[src/rtl/twiddle_cmult_pipe.sv]
// Pipelined complex multiply by W_N^k = cos - j*sin (conjugate when inverting),
// with valid/ready flow control, round-half-up and saturation to OUT_W.
module twiddle_cmult_pipe #(
    parameter int N         = 64,
    parameter int DATA_W    = 16,
    parameter int COEF_FRAC = 16,
    parameter int COEF_W    = COEF_FRAC + 2,
    parameter int OUT_W     = 16
) (
    input  logic                      clk,
    input  logic                      rst,
    input  logic                      in_valid,
    output logic                      in_ready,
    input  logic signed [DATA_W-1:0]  in_re,
    input  logic signed [DATA_W-1:0]  in_im,
    input  logic [$clog2(N)-2:0]      in_k,
    input  logic                      in_inv,
    output logic                      out_valid,
    input  logic                      out_ready,
    output logic signed [OUT_W-1:0]   out_re,
    output logic signed [OUT_W-1:0]   out_im,
    output logic                      ovf
);
    localparam int KW = $clog2(N) - 1;
    localparam int QN = N / 4;
    localparam int IW = $clog2(QN + 1);
    localparam int PW = DATA_W + COEF_W;
    localparam int SW = PW + 1;
    localparam logic [KW-1:0]        QK   = KW'(QN);
    localparam logic signed [SW-1:0] HALF = SW'(2 ** (COEF_FRAC - 1));
    localparam logic signed [SW-1:0] OMAX = SW'(2 ** (OUT_W - 1) - 1);
    localparam logic signed [SW-1:0] OMIN = -SW'(2 ** (OUT_W - 1));

    function automatic logic signed [COEF_W-1:0] cos_q(input int j);
        real x;
        x = $cos(2.0 * 3.14159265358979323846 * j / N) * (2.0 ** COEF_FRAC);
        return COEF_W'($rtoi($floor(x + 0.5)));
    endfunction

    // Returns {clamped, value}.
    function automatic logic [OUT_W:0] rnd_sat(input logic signed [SW-1:0] v);
        logic signed [SW-1:0] r;
        logic [OUT_W:0]       res;
        r = (v + HALF) >>> COEF_FRAC;
        if (r > OMAX) begin
            res = {1'b1, OMAX[OUT_W-1:0]};
        end else if (r < OMIN) begin
            res = {1'b1, OMIN[OUT_W-1:0]};
        end else begin
            res = {1'b0, r[OUT_W-1:0]};
        end
        return res;
    endfunction

    // Quarter-wave cosine table, entries 0..N/4, fixed at elaboration.
    logic signed [COEF_W-1:0] rom [QN+1];
    for (genvar g = 0; g <= QN; g++) begin : g_rom
        localparam logic signed [COEF_W-1:0] CV = cos_q(g);
        assign rom[g] = CV;
    end

    logic                     stall;
    logic [KW-1:0]            m_k;
    logic [IW-1:0]            c_idx, s_idx;
    logic                     c_neg;
    logic signed [COEF_W-1:0] c_dec, s_dec;

    logic                     vld_p1_q, vld_p2_q, vld_p3_q, vld_p3_d;
    logic signed [DATA_W-1:0] a_p1_q, b_p1_q;
    logic signed [COEF_W-1:0] c_p1_q, s_p1_q;
    logic                     inv_p1_q, inv_p2_q;
    logic signed [PW-1:0]     ac_p2_q, bs_p2_q, bc_p2_q, as_p2_q;
    logic signed [SW-1:0]     sum_re, sum_im;
    logic [OUT_W:0]           rs_re, rs_im;
    logic signed [OUT_W-1:0]  out_re_q, out_re_d, out_im_q, out_im_d;
    logic                     ovf_q, ovf_d;

    assign stall    = vld_p3_q & ~out_ready;
    assign in_ready = ~stall;

    // Second half-period: cos goes negative and the roles of the table ends swap.
    assign m_k = in_k - QK;
    always_comb begin
        if (in_k <= QK) begin
            c_idx = IW'(in_k);
            s_idx = IW'(QK - in_k);
            c_neg = 1'b0;
        end else begin
            c_idx = IW'(QK - m_k);
            s_idx = IW'(m_k);
            c_neg = 1'b1;
        end
    end
    assign c_dec = c_neg ? -rom[c_idx] : rom[c_idx];
    assign s_dec = rom[s_idx];

    // Stage 1: operands and decoded twiddle
    always_ff @(posedge clk) begin
        if (rst) begin
            vld_p1_q <= 1'b0;
        end else if (!stall) begin
            vld_p1_q <= in_valid;
        end
    end

    always_ff @(posedge clk) begin
        if (!stall) begin
            a_p1_q   <= in_re;
            b_p1_q   <= in_im;
            c_p1_q   <= c_dec;
            s_p1_q   <= s_dec;
            inv_p1_q <= in_inv;
        end
    end

    // Stage 2: full-width partial products
    always_ff @(posedge clk) begin
        if (rst) begin
            vld_p2_q <= 1'b0;
        end else if (!stall) begin
            vld_p2_q <= vld_p1_q;
        end
    end

    always_ff @(posedge clk) begin
        if (!stall) begin
            ac_p2_q  <= PW'(a_p1_q) * PW'(c_p1_q);
            bs_p2_q  <= PW'(b_p1_q) * PW'(s_p1_q);
            bc_p2_q  <= PW'(b_p1_q) * PW'(c_p1_q);
            as_p2_q  <= PW'(a_p1_q) * PW'(s_p1_q);
            inv_p2_q <= inv_p1_q;
        end
    end

    // Stage 3: combine, round, saturate
    assign sum_re = inv_p2_q ? (SW'(ac_p2_q) - SW'(bs_p2_q)) : (SW'(ac_p2_q) + SW'(bs_p2_q));
    assign sum_im = inv_p2_q ? (SW'(bc_p2_q) + SW'(as_p2_q)) : (SW'(bc_p2_q) - SW'(as_p2_q));
    assign rs_re  = rnd_sat(sum_re);
    assign rs_im  = rnd_sat(sum_im);

    always_comb begin
        vld_p3_d = stall ? vld_p3_q : vld_p2_q;
        out_re_d = out_re_q;
        out_im_d = out_im_q;
        ovf_d    = ovf_q;
        if (vld_p2_q && !stall) begin
            out_re_d = rs_re[OUT_W-1:0];
            out_im_d = rs_im[OUT_W-1:0];
            ovf_d    = ovf_q | rs_re[OUT_W] | rs_im[OUT_W];
        end
    end

    always_ff @(posedge clk) begin
        if (rst) begin
            vld_p3_q <= 1'b0;
            out_re_q <= '0;
            out_im_q <= '0;
            ovf_q    <= 1'b0;
        end else begin
            vld_p3_q <= vld_p3_d;
            out_re_q <= out_re_d;
            out_im_q <= out_im_d;
            ovf_q    <= ovf_d;
        end
    end

    assign out_valid = vld_p3_q;
    assign out_re    = out_re_q;
    assign out_im    = out_im_q;
    assign ovf       = ovf_q;
endmodule

[config.mk]
export PLATFORM = sky130hd
export DESIGN_NAME = twiddle_cmult_pipe
export DESIGN_NICKNAME = d
export VERILOG_FILES = /design/src/rtl/twiddle_cmult_pipe.sv
export SDC_FILE = /design/constraint.sdc
export NUM_CORES = 2
export LEC_CHECK = 0
export BUFFER_PORTS_ARGS = -buffer_cell sky130_fd_sc_hd__buf_4
export CORE_ASPECT_RATIO = 0.5
export CORE_MARGIN = 2
export CORE_UTILIZATION = 26
export DETAILED_ROUTE_END_ITERATION = 12
export GPL_TIMING_DRIVEN = 0
export PLACE_DENSITY = 0.46
export SLEW_MARGIN = 20
export SYNTH_ARGS = -nofsm -noshare
export SYNTH_HDL_FRONTEND = slang
export SYNTH_SLANG_ARGS = --single-unit
[constraint.sdc]
create_clock -name clk -period 8.9 [get_ports clk]
set_input_delay 0.89 -clock clk [delete_from_list [all_inputs] [get_ports clk]]
set_output_delay 0.89 -clock clk [all_outputs]
set_load 0.02 [all_outputs]
Word level (Yosys, flattened, before mapping)
Memory sizes are Yosys's and may differ from the RTL's. A register that Yosys moved wholly into a read port is not among the register bits.
Index checks and enable logic that the tools add are counted.
Widths: inputs -> output; s select.
{"block": "totals", "reg_bits": 224, "rom_bits": 1152, "in_bits": 42, "output_inout_bits": 35, "word_cells": 58, "memories": 2}
{"name": "(no name shown)", "words": 32, "width": 18, "rd": 1, "rd_clocked_by_memory_dff": 1, "wr": 0, "line": "95", "rtl": "assign s_dec = rom[s_idx];"}
{"name": "(no name shown)", "words": 32, "width": 18, "rd": 1, "rd_clocked_by_memory_dff": 0, "wr": 0, "line": "94", "rtl": "assign c_dec = c_neg ? -rom[c_idx] : rom[c_idx];"}
{"block": "op_classes", "add_sub_neg": 10, "n_mul": 4, "magnitude_cmp": 6, "muxes": 11, "n_bitwise": 7, "n_reduce_logical": 3}
{"operator": "$mul 16x18->34", "n": 4}
{"operator": "$add 34x34->35", "n": 2}
{"operator": "$add 35x17->35 const B", "n": 2}
{"operator": "$mux 35", "n": 2}
{"operator": "$sub 34x34->35", "n": 2}
{"operator": "$mux 17", "n": 4}
{"operator": "$mux 18", "n": 3}
{"operator": "$gt 19x16->1 const B", "n": 2}
{"operator": "$lt 19x16->1 const B", "n": 2}
{"operator": "$neg 18->18", "n": 1}
{"operator": "$not 5->6", "n": 2}
{"operator": "$mux 5", "n": 2}
{"operator": "$sub 5x5->5 const A", "n": 2}
{"operator": "$ge 6x6->1 const B", "n": 1}
{"operator": "$le 5x5->1 const B", "n": 1}
{"operator": "$sub 5x5->5 const B", "n": 1}
{"operator": "$logic_not 1->1", "n": 2}
{"operator": "$not 1->1", "n": 2}
{"operator": "$or 1x1->1", "n": 2}
{"operator": "$and 1x1->1", "n": 1}
{"operator": "$logic_and 1x1->1", "n": 1}

Longest topological paths before layout
{"block": "logic_depth", "ltp_word": 9, "depth_mapped": 27, "ltp_nobuf": 26}

Worst setup path after synthesis
No wires, ideal clock.
{"block": "synth_path", "path_type": "input to register", "startpoint": "input port out_ready", "endpoint": "register out_re_q[10], in the netlist out_re[10]", "setup_ps": 122, "arrival_ps": 8406, "required_ps": 8778, "setup_slack_ps": 373, "cell_stages": 7, "path_buffers": 3, "cell_sequence": "nand2b_1 clkbuf_1 and2_1 clkbuf_1 nor2_1 clkbuf_1 a221o_1"}
{"block": "synth_via", "elab_chain_cells": 4}
{"item": "start: declaration", "line": "19", "rtl": "input logic out_ready,"}
{"item": "$not 1->1", "line": "78", "rtl": "assign stall = vld_p3_q & ~out_ready;"}
{"item": "$and 1x1->1", "line": "78"}
{"item": "$logic_not 1->1", "line": "146", "rtl": "if (vld_p2_q && !stall) begin"}
{"item": "$logic_and 1x1->1", "line": "146"}
{"item": "end signal: assignment", "line": "161", "rtl": "out_re_q <= out_re_d;"}
{"item": "end: declaration", "line": "75", "rtl": "logic signed [OUT_W-1:0] out_re_q, out_re_d, out_im_q, out_im_d;"}
No other way between the ends.
A chain may end at the register's enable or synchronous reset.

Final worst setup path
{"block": "layout_path", "startpoint": "register a_p1_q[5]", "endpoint": "register as_p2_q[32], data pin"}
{"block": "layout_via", "elab_chain_cells": 1}
{"item": "start: declaration", "line": "69", "rtl": "logic signed [DATA_W-1:0] a_p1_q, b_p1_q;"}
{"item": "start signal: assignment", "line": "108", "rtl": "a_p1_q <= in_re;"}
{"item": "$mul 16x18->34", "line": "130", "rtl": "as_p2_q <= PW'(a_p1_q) * PW'(s_p1_q);"}
{"item": "end signal: assignment", "line": "130"}
{"item": "end: declaration", "line": "72", "rtl": "logic signed [PW-1:0] ac_p2_q, bs_p2_q, bc_p2_q, as_p2_q;"}
No other way between the ends.

==> flow_summary.toml <==
[route]
viasPerCell = 4.74
wl_per_cell_um = 22.3
final_antenna_net_count = 0
dr.first_iter.drc_count = 4147
wl_um = 198000
num_vias = 41900
remaining_drc_errors = 0
drt-pass1-iter-count = 6

[global_routing]
grt_pass1_wl_um = 288000
grt_remaining_overflow = 0
grt_usage_pct = 18.6
grt_pass1_vias = 41400
grt_max_degree = 51
antenna_found_initial = 31

[synth]
ys_warn_count = 0
synth_edf_count = 205
synth.cell_area_um2 = 54200
yosys_register_bits = 241
synthArstFlopShare_pct = 0
avgSynthCellArea_um2 = 9.16
syn_nets = 7456
synth.distinct_cells = 110
synthCells = 5922
synth_flop_cell = "edfxtp_1"
ys_seq_area_share_pct = 12.7

[worst_setup_path]
critPathRequiredTime_ps = 9210
slowest_stage = "a2111oi_2"
critPathCaptureType = "flop"
crit_family = "adder cells"
cp-start-kind = "flop"
setup.worst_path.class = "reg -> reg"
slowest_delay_ps = 640
cp_max_fo = 10
cp_num_buf_inv = 8
worstPathArrival_ps = 9110

[final_layout]
fin_nets = 7577
area_growth_pct = 10.2
final_area_um2 = 59700
drive_above_1_share_pct = 4.23

[clock_network]
cts.sinks = 241
clk_pin_slew_ps = 60
h-tree-depth = 2
clockRootBuffer = "clkbuf_16"
cts_made_buffers = 35
clockBufferDepth = 3
cts_tree = "built"
cts_hold_buf = 0
clk_latency_ps = 630

[timing]
rsz0062_at_grt = "true"
skew_ps = 24.4
hold_ws_ps = 428
hold_viol = 0
max_slew_margin_pct = 12.3
max_freq_mhz = 114
tightest_slew_ps = 1320
post-route-min-period_ps = 8800
period_share_pct = 98.8
slew_viol_final = 0
setup-violations-final = 0

[floorplanning]
die_w_um = 650
row_count = 118
die_h_um = 327
io_pins = 77
core_area_um2 = 207000
dieArea_um2 = 212000
start_util_pct = 26.2

[run]
maxCapViolCount = 0

[status]
status = "finished clean"

[place]
routabilityCongestion = 0.968
io_buffers = 74
place_area_um2 = 58400
dp_hpwl_um = 163000

[min_path]
hp-class = "reg -> reg"
worst paths after layout:
path / start / to / slack, ps / depth (start not counted)
min: inv_p1_q / inv_p2_q / 430 / 0
max reg2reg: a_p1_q[5] / as_p2_q[32] / 100 / 27
min reg2reg: inv_p1_q / inv_p2_q / 430 / 0
max: a_p1_q[5] / as_p2_q[32] / 100 / 27
synth_stat cells, types with 5 or more instances:
cell          n  area (µm²)
xor2_1       85         744
nand2b_1     81         507
o31ai_1       7        52.6
a31o_2        6        52.6
nand3b_1      6        45.0
clkbuf_1    264         991
o21bai_1     25         188
fa_1        996       19900
or3_1        21         131
a211o_1       7        61.3
dfxtp_1      36         721
a311o_1       5        50.1
nand3_1      50         250
nor3_1       80         400
o31a_1        9        78.8
nand4b_1      7        61.3
o21a_1       21         158
a21o_1       74         556
or2_2         9        56.3
o21ai_1       9        45.0
a2111oi_0     7        61.3
a221o_1      16         160
nand2_1     771        2890
a221oi_1      6        52.6
nand4_1      19         119
buf_1         5        18.8
and2_1      437        2730
buf_2         5        25.0
o21ai_0     116         581
nor3b_1       8        60.1
a31oi_1      31         194
xnor2_1     180        1580
and3_1       20         125
a21oi_1     207        1040
a21boi_0      9        67.6
or4_1         9        67.6
o211ai_1     20         150
nor4_1       19         119
o41ai_1       5        43.8
nor2b_1      22         138
inv_1      1157        4340
edfxtp_1    205        6160
a211oi_1     24         180
ha_1        496        6210
nor2_1      220         826
cells by family (layout without fill, tap and decap cells):
family          after synthesis  in the layout  synth area share [%]
simple gates               1809           1809                  16.3
other cells                   0             12                     0
flops                       241            241                  12.7
buf+inv                    1438           1585                  10.0
mux                           6              6                 0.122
fa+ha+maj                  1492           1492                  48.2
compound gates              670            670                  8.30
xor+xnor                    266            266                  4.31
routing by layer:
metal / GRT usage, % / share of wire (%)
met1: 27.8 / 47
met2: 26.6 / 40
met3: 4.42 / 9.2
met4: 5.08 / 3.1
met5: 0 / 0.071
stage by stage:
step	setup TNS (ps)	worst slack, ps	cells	utilization [%]
finish	0	102	8841	28.8
detailed placement	-1170	-533	8761	28.2
global placement	-675190	-6750	8756	28.1
global route	-146	-146	8830	28.8
floorplan	0	373	5922	-
CTS	0	40.7	8823	28.7
timing repair:
| item | 4_1_cts | 5_1_grt |
|---|---|---|
| endpoints found under the setup margin | 5 | 9 |
| resized for setup | 7 | 33 |
| buffers inserted | 0 | 8 |
| cloned | 0 | 0 |
| pin swaps | 0 | 0 |
registers in the layout (all words and copies together), names as in the netlist:
name       count
b_p1_q        16
ovf            1
out_valid      1
a_p1_q        16
vld_p1_q       1
bs_p2_q       34
out_re        16
bc_p2_q       34
s_p1_q        17
ac_p2_q       34
out_im        16
inv_p1_q       1
as_p2_q       34
c_p1_q        18
inv_p2_q       1
vld_p2_q       1
final cells by class:
class	instances	area, µm²
inverter	1159	4350
multi-input combinational	4243	41900
clock buffer	48	1030
tap	2760	3450
fill	22200	147000
sequential	241	6880
antenna	12	30.0
clock inverter	15	110
timing repair buffer	89	801
buffer	274	1140
layout by cell type, fill, tap and decap left out, types with 22 or more instances in the layout:
cell type,instances
a211oi_1,24
a21o_1,74
a21oi_1,207
a31oi_1,31
and2_1,437
buf_4,81
clkbuf_1,220
clkbuf_16,39
clkbuf_2,40
dfxtp_1,36
edfxtp_1,205
fa_1,996
ha_1,496
inv_1,1157
nand2_1,771
nand2b_1,81
nand3_1,50
nor2_1,220
nor2b_1,22
nor3_1,80
o21ai_0,116
o21bai_1,25
xnor2_1,179
xor2_1,85
Power is not shown: default switching activity piles up to over one toggle a cycle in this logic, so the estimate is an artifact.
